### src/rtl/uart_rx.sv
`timescale 1ns/1ps
// uart_rx: oversampling-free UART receiver (mid-bit sampling) feeding a first-word-fall-through FIFO.
// Optional macro UART_RX_PARITY_EN adds an even-parity bit between the data bits and the stop bit.
module uart_rx #(
  parameter int BAUD_DIV   = 868,
  parameter int FIFO_DEPTH = 16
) (
  input  logic       clk_i,
  input  logic       rst_i,
  input  logic       rx_en_i,
  input  logic       rx_bit_i,
  input  logic       rx_re_i,
  output logic [7:0] dout_o,
  output logic       empty_o,
  output logic       full_o,
  output logic       frame_err_o,
  output logic       overrun_o,
  output logic       parity_err_o
);

  localparam int CW = $clog2(BAUD_DIV);
  localparam int AW = $clog2(FIFO_DEPTH);
  localparam logic [CW-1:0] HALF_LD   = CW'(BAUD_DIV / 2 - 1);
  localparam logic [CW-1:0] FULL_LD   = CW'(BAUD_DIV - 1);
  localparam logic [AW:0]   DEPTH_CNT = (AW + 1)'(FIFO_DEPTH);

  typedef enum logic [2:0] {
    S_IDLE,
    S_START,
    S_DATA,
`ifdef UART_RX_PARITY_EN
    S_PARITY,
`endif
    S_STOP
  } state_t;

  // Synchronizer; the third flop only provides the previous value for edge detection.
  logic sync1_q, sync2_q, rxs_prev_q;
  logic rxs;

  always_ff @(posedge clk_i) begin
    if (rst_i) begin
      sync1_q    <= 1'b1;
      sync2_q    <= 1'b1;
      rxs_prev_q <= 1'b1;
    end else begin
      sync1_q    <= rx_bit_i;
      sync2_q    <= sync1_q;
      rxs_prev_q <= sync2_q;
    end
  end

  assign rxs = sync2_q;

  state_t        state_q;
  logic [CW-1:0] cnt_q;
  logic [2:0]    bit_idx_q;
  logic [7:0]    shift_q;
  logic          push_req_q;
  logic          frame_err_q;
`ifdef UART_RX_PARITY_EN
  logic          par_bad_q;
  logic          parity_err_q;
`endif

  always_ff @(posedge clk_i) begin
    if (rst_i) begin
      state_q      <= S_IDLE;
      cnt_q        <= '0;
      bit_idx_q    <= '0;
      shift_q      <= '0;
      push_req_q   <= 1'b0;
      frame_err_q  <= 1'b0;
`ifdef UART_RX_PARITY_EN
      par_bad_q    <= 1'b0;
      parity_err_q <= 1'b0;
`endif
    end else begin
      push_req_q   <= 1'b0;
      frame_err_q  <= 1'b0;
`ifdef UART_RX_PARITY_EN
      parity_err_q <= 1'b0;
`endif
      if (!rx_en_i) begin
        state_q <= S_IDLE;
      end else begin
        case (state_q)
          S_IDLE: begin
            if (rxs_prev_q && !rxs) begin
              state_q <= S_START;
              cnt_q   <= HALF_LD;
            end
          end
          S_START: begin
            if (cnt_q == '0) begin
              if (!rxs) begin
                state_q   <= S_DATA;
                cnt_q     <= FULL_LD;
                bit_idx_q <= 3'd0;
              end else begin
                state_q <= S_IDLE;
              end
            end else begin
              cnt_q <= cnt_q - CW'(1);
            end
          end
          S_DATA: begin
            if (cnt_q == '0) begin
              shift_q   <= {rxs, shift_q[7:1]};
              cnt_q     <= FULL_LD;
              bit_idx_q <= bit_idx_q + 3'd1;
              if (bit_idx_q == 3'd7) begin
`ifdef UART_RX_PARITY_EN
                state_q <= S_PARITY;
`else
                state_q <= S_STOP;
`endif
              end
            end else begin
              cnt_q <= cnt_q - CW'(1);
            end
          end
`ifdef UART_RX_PARITY_EN
          S_PARITY: begin
            if (cnt_q == '0) begin
              // Even parity: the parity bit must equal the XOR of the data bits.
              par_bad_q <= rxs ^ (^shift_q);
              cnt_q     <= FULL_LD;
              state_q   <= S_STOP;
            end else begin
              cnt_q <= cnt_q - CW'(1);
            end
          end
`endif
          S_STOP: begin
            if (cnt_q == '0) begin
              state_q <= S_IDLE;
              if (!rxs) begin
                frame_err_q <= 1'b1;
`ifdef UART_RX_PARITY_EN
              end else if (par_bad_q) begin
                parity_err_q <= 1'b1;
`endif
              end else begin
                push_req_q <= 1'b1;
              end
            end else begin
              cnt_q <= cnt_q - CW'(1);
            end
          end
          default: state_q <= S_IDLE;
        endcase
      end
    end
  end

  assign frame_err_o = frame_err_q;
`ifdef UART_RX_PARITY_EN
  assign parity_err_o = parity_err_q;
`else
  assign parity_err_o = 1'b0;
`endif

  // Receive FIFO. The head byte is registered, with a bypass when the write lands on the new head.
  logic [7:0]    mem_q [FIFO_DEPTH];
  logic [AW-1:0] wr_ptr_q, wr_ptr_d, rd_ptr_q, rd_ptr_d;
  logic [AW:0]   count_q, count_d;
  logic [7:0]    dout_q, dout_d;
  logic          overrun_q;
  logic          is_full, pop, push, overrun_d;

  assign is_full   = (count_q == DEPTH_CNT);
  assign pop       = rx_re_i && (count_q != '0);
  assign push      = push_req_q && (!is_full || pop);
  assign overrun_d = push_req_q && is_full && !pop;

  always_comb begin
    wr_ptr_d = push ? wr_ptr_q + AW'(1) : wr_ptr_q;
    rd_ptr_d = pop  ? rd_ptr_q + AW'(1) : rd_ptr_q;
    count_d  = count_q;
    if (push && !pop) begin
      count_d = count_q + (AW + 1)'(1);
    end else if (pop && !push) begin
      count_d = count_q - (AW + 1)'(1);
    end
    dout_d = 8'h00;
    if (count_d != '0) begin
      dout_d = (push && (wr_ptr_q == rd_ptr_d)) ? shift_q : mem_q[rd_ptr_d];
    end
  end

  always_ff @(posedge clk_i) begin
    if (push && !rst_i) begin
      mem_q[wr_ptr_q] <= shift_q;
    end
  end

  always_ff @(posedge clk_i) begin
    if (rst_i) begin
      wr_ptr_q  <= '0;
      rd_ptr_q  <= '0;
      count_q   <= '0;
      dout_q    <= 8'h00;
      overrun_q <= 1'b0;
    end else begin
      wr_ptr_q  <= wr_ptr_d;
      rd_ptr_q  <= rd_ptr_d;
      count_q   <= count_d;
      dout_q    <= dout_d;
      overrun_q <= overrun_d;
    end
  end

  assign dout_o    = dout_q;
  assign empty_o   = (count_q == '0);
  assign full_o    = is_full;
  assign overrun_o = overrun_q;

endmodule

### config.mk
export PLATFORM = sky130hd
export DESIGN_NAME = uart_rx
export DESIGN_NICKNAME = d
export VERILOG_FILES = /design/src/rtl/uart_rx.sv
export SDC_FILE = /design/constraint.sdc
export NUM_CORES = 1
export LEC_CHECK = 0
export ABC_AREA = 0
export BUFFER_PORTS_ARGS = -buffer_cell sky130_fd_sc_hd__buf_2
export CAP_MARGIN = 40
export CORE_MARGIN = 2
export CORE_UTILIZATION = 60
export DETAILED_ROUTE_END_ITERATION = 10
export GPL_TIMING_DRIVEN = 0
export PLACE_DENSITY = 0.77
export SETUP_SLACK_MARGIN = 0.02
export SLEW_MARGIN = 20
export SYNTH_ARGS = -nofsm -noshare
export SYNTH_HDL_FRONTEND = slang
export SYNTH_SLANG_ARGS = --single-unit
### constraint.sdc
create_clock -name clk_i -period 4.7 [get_ports clk_i]
set_input_delay 0.705 -clock clk_i [delete_from_list [all_inputs] [get_ports clk_i]]
set_output_delay 0.705 -clock clk_i [all_outputs]
set_load 0.005 [all_outputs]
==> run summary <==
status: finished clean
met3 Track Usage GR: 5.112%
count of buffers from port buffering: 15
largest net degree at the start of global routing: 20
Tcrit/Tclk final: 68.30%
crit-path max FO: 10
Max Cap Violations: 0
n_diodes: 0
Leak: 0.003359 uW
Final nets: 695
# fillers: 938
post-cts resize count: 0
Design Area, Final: 9776 um^2
drt total wl: 20.10 mm
CTS Buf Count: 17
compound-gate portion of the synthesized area: 7.922%
CTS tree: yes
RSZ-0062 raised after global routing: false
Req. time, crit path: 5.04 ns
Final Hold Viols: 0
async set-reset flop share out of synthesis: 0%
#FFs+latches synth: 178
root buffer cell: clkbuf_16
Adder-Cell Fraction of Synth Area: 2.292%
flop2flop setup slack: 1.49 ns
clock-pin slew on the worst setup and hold paths: 0.06 ns
Rows: 44
Routed wire per std cell: 23.08 um
vias per cell: 6.649
Die Y: 124.7 um
dpl hpwl: 13.59 mm
PD cells: 482.0 nW/um^2
net count after synthesis: 647
peak supply drop: 285.5 uV
Synth Area in XOR/XNOR: 1.518%
CTS sink cnt: 178
synthesis warning total: 0
GRT met2 Usage: 43.14%
Post-Synth Simple-Gate Area: 9.726%
vias post-DR: 5791
global-route wire length before repair: 31.38 mm
area delta synth->final: 11.92%
drt first-iter violations: 558
Worst-Margin Slew: 0.8320 ns
H-tree levels: 4
initial antenna violation count: 0
largest family of logic cells by synthesized area: multiplexers
Syn Std Cell Area: 8735 um^2
most used flip-flop cell after synthesis: edfxtp_1
final setup fails: 0
post-synthesis mux area share: 19.84%
Critical Path AT: 3.55 ns
Die X: 124.7 um
Achievable Freq: 311.5 MHz
DRT Pass-1 Iters: 5
hold crit path type: reg -> reg
sequential area share after synthesis: 55.46%
Initial Util: 60.79%
Routed Antenna Nets: 0
Synth cell types: 66
gr busiest metal: met2
global placement routability congestion: 0.8767
hold-fix buffer count after cts: 0
min Tclk post-route: 3.210 ns
layout cells sized above 1: 26.49%
Worst Path Class, Setup: reg -> reg
Post-synth EDFFs: 128
Slew headroom: 43.81%
Startpoint Class: register
Top Ports: 18
Gate Count Post-Synth: 626
Setup Skew: 0.01038 ns
Total Routing Usage GR: 26.80%
area of the core: 14370 um^2
total negative setup slack: 0 ns
DRC errors left: 0
mean area per synthesized cell: 13.95 um^2
final slew viol count: 0
vias in the first global route: 5690
DP Area: 9112 um^2
CP Capture Type: register
Setup Fix Bufs, Post-CTS: 0
full die area: 15540 um^2
Clk Latency, worst-skew pair: 0.44 ns
Max clock buf depth: 2
met1 Use GR: 36.09%
aggregate global routing overflow: 0
critical path, stage by stage, from the launching register on:
cell and delay, ns:
dfxtp_1 0.37, inv_1 0.10, ha_1 0.26, or4b_4 0.26, inv_2 0.04, buf_6 0.14
nor3_1 0.56, a22oi_1 0.17, xor2_1 0.20, a41oi_1 0.69, a21boi_1 0.33
metal layers:
layer  vias up  share of wire [%]
met1      2883                 40
met2       292                 49
met4         0                3.4
met5         -                  0
met3        58                8.0
li1       2558                  -
state kept, by name, indices dropped and copies added (netlist names):
name / cells
rd_ptr_q: 4
cnt_q: 10
sync1_q: 1
count_q: 5
push_req_q: 1
rxs_prev_q: 1
bit_idx_q: 3
shift_q: 8
wr_ptr_q: 4
frame_err_o: 1
mem_q: 128
rxs: 1
overrun_o: 1
state_q: 2
dout_o: 8
final timing paths:
check / startpoint / to / cells past startpoint
worst max-delay path: count_q[0] / dout_o[4] / 10
worst min-delay path: sync1_q / rxs / 1
worst max register to register: count_q[0] / dout_o[4] / 10
worst min register to register: sync1_q / rxs / 1
cells in the mapped netlist (all sizes together), types with 10 or more instances:
cell type,count,share of area [%]
or3,10,0.72
nor2,57,2.4
buf,23,1.6
ha,16,2.3
o22ai,17,1.2
inv,18,0.77
clkbuf,19,0.83
a21oi,27,1.5
dfxtp,50,11
o21ai,16,0.92
edfxtp,128,44
nor3,23,1.3
mux4,64,17
mux2i,10,1.1
nand2,30,1.3
mux2,17,2.2
power breakdown:
part / internal (uW) / leakage (uW) / switching, uW
Combinational: 766 / 0.00148 / 782
Sequential: 1710 / 0.00158 / 31.4
Clock: 821 / 0.000294 / 600
area by class of cell:
cell class	count	area (um^2)	area share, %
Tap cell	184	230.2	2.355
Buffer	42	211.5	2.163
Inverter	18	67.56	0.6912
Timing Repair Buffer	29	183.9	1.881
Multi-Input combinational cell	388	3631	37.14
Clock buffer	24	546.8	5.593
Sequential cell	178	4845	49.56
Clock inverter	8	60.06	0.6144
per-stage QoR:
step	total power [uW]	hold slack, ns	utilization (%)	worst slack (ns)	std cells
3_5_place_dp	3302	0.4034	63.42	1.380	832
2_1_floorplan	2938	0.3895	-	2.048	626
6_report	4712	0.4155	68.03	1.490	871
3_3_place_gp	3257	0.3934	62.91	1.091	825
5_1_grt	4890	0.4311	68.03	1.170	871
4_1_cts	4715	0.4210	67.64	1.512	864
kinds of logic (layout without fill, tap and decap cells):
logic type / count (synthesis) / count (layout)
fa+ha+maj: 16 / 16
simple gates: 166 / 166
compound gates: 102 / 102
other cells: 1 / 1
flops: 178 / 178
xor+xnor: 12 / 12
mux: 91 / 91
buf+inv: 60 / 121
placed cells by master (no fill, tap or decap), drive strengths merged, types with 17 or more instances in the layout:
| master | n |
|---|---|
| nor2 | 57 |
| edfxtp | 128 |
| nand2 | 30 |
| buf | 52 |
| mux2 | 17 |
| inv | 20 |
| dfxtp | 50 |
| nor3 | 23 |
| clkbuf | 43 |
| mux4 | 64 |
| o22ai | 17 |
| a21oi | 27 |
Power figures use the tool's default switching activity.
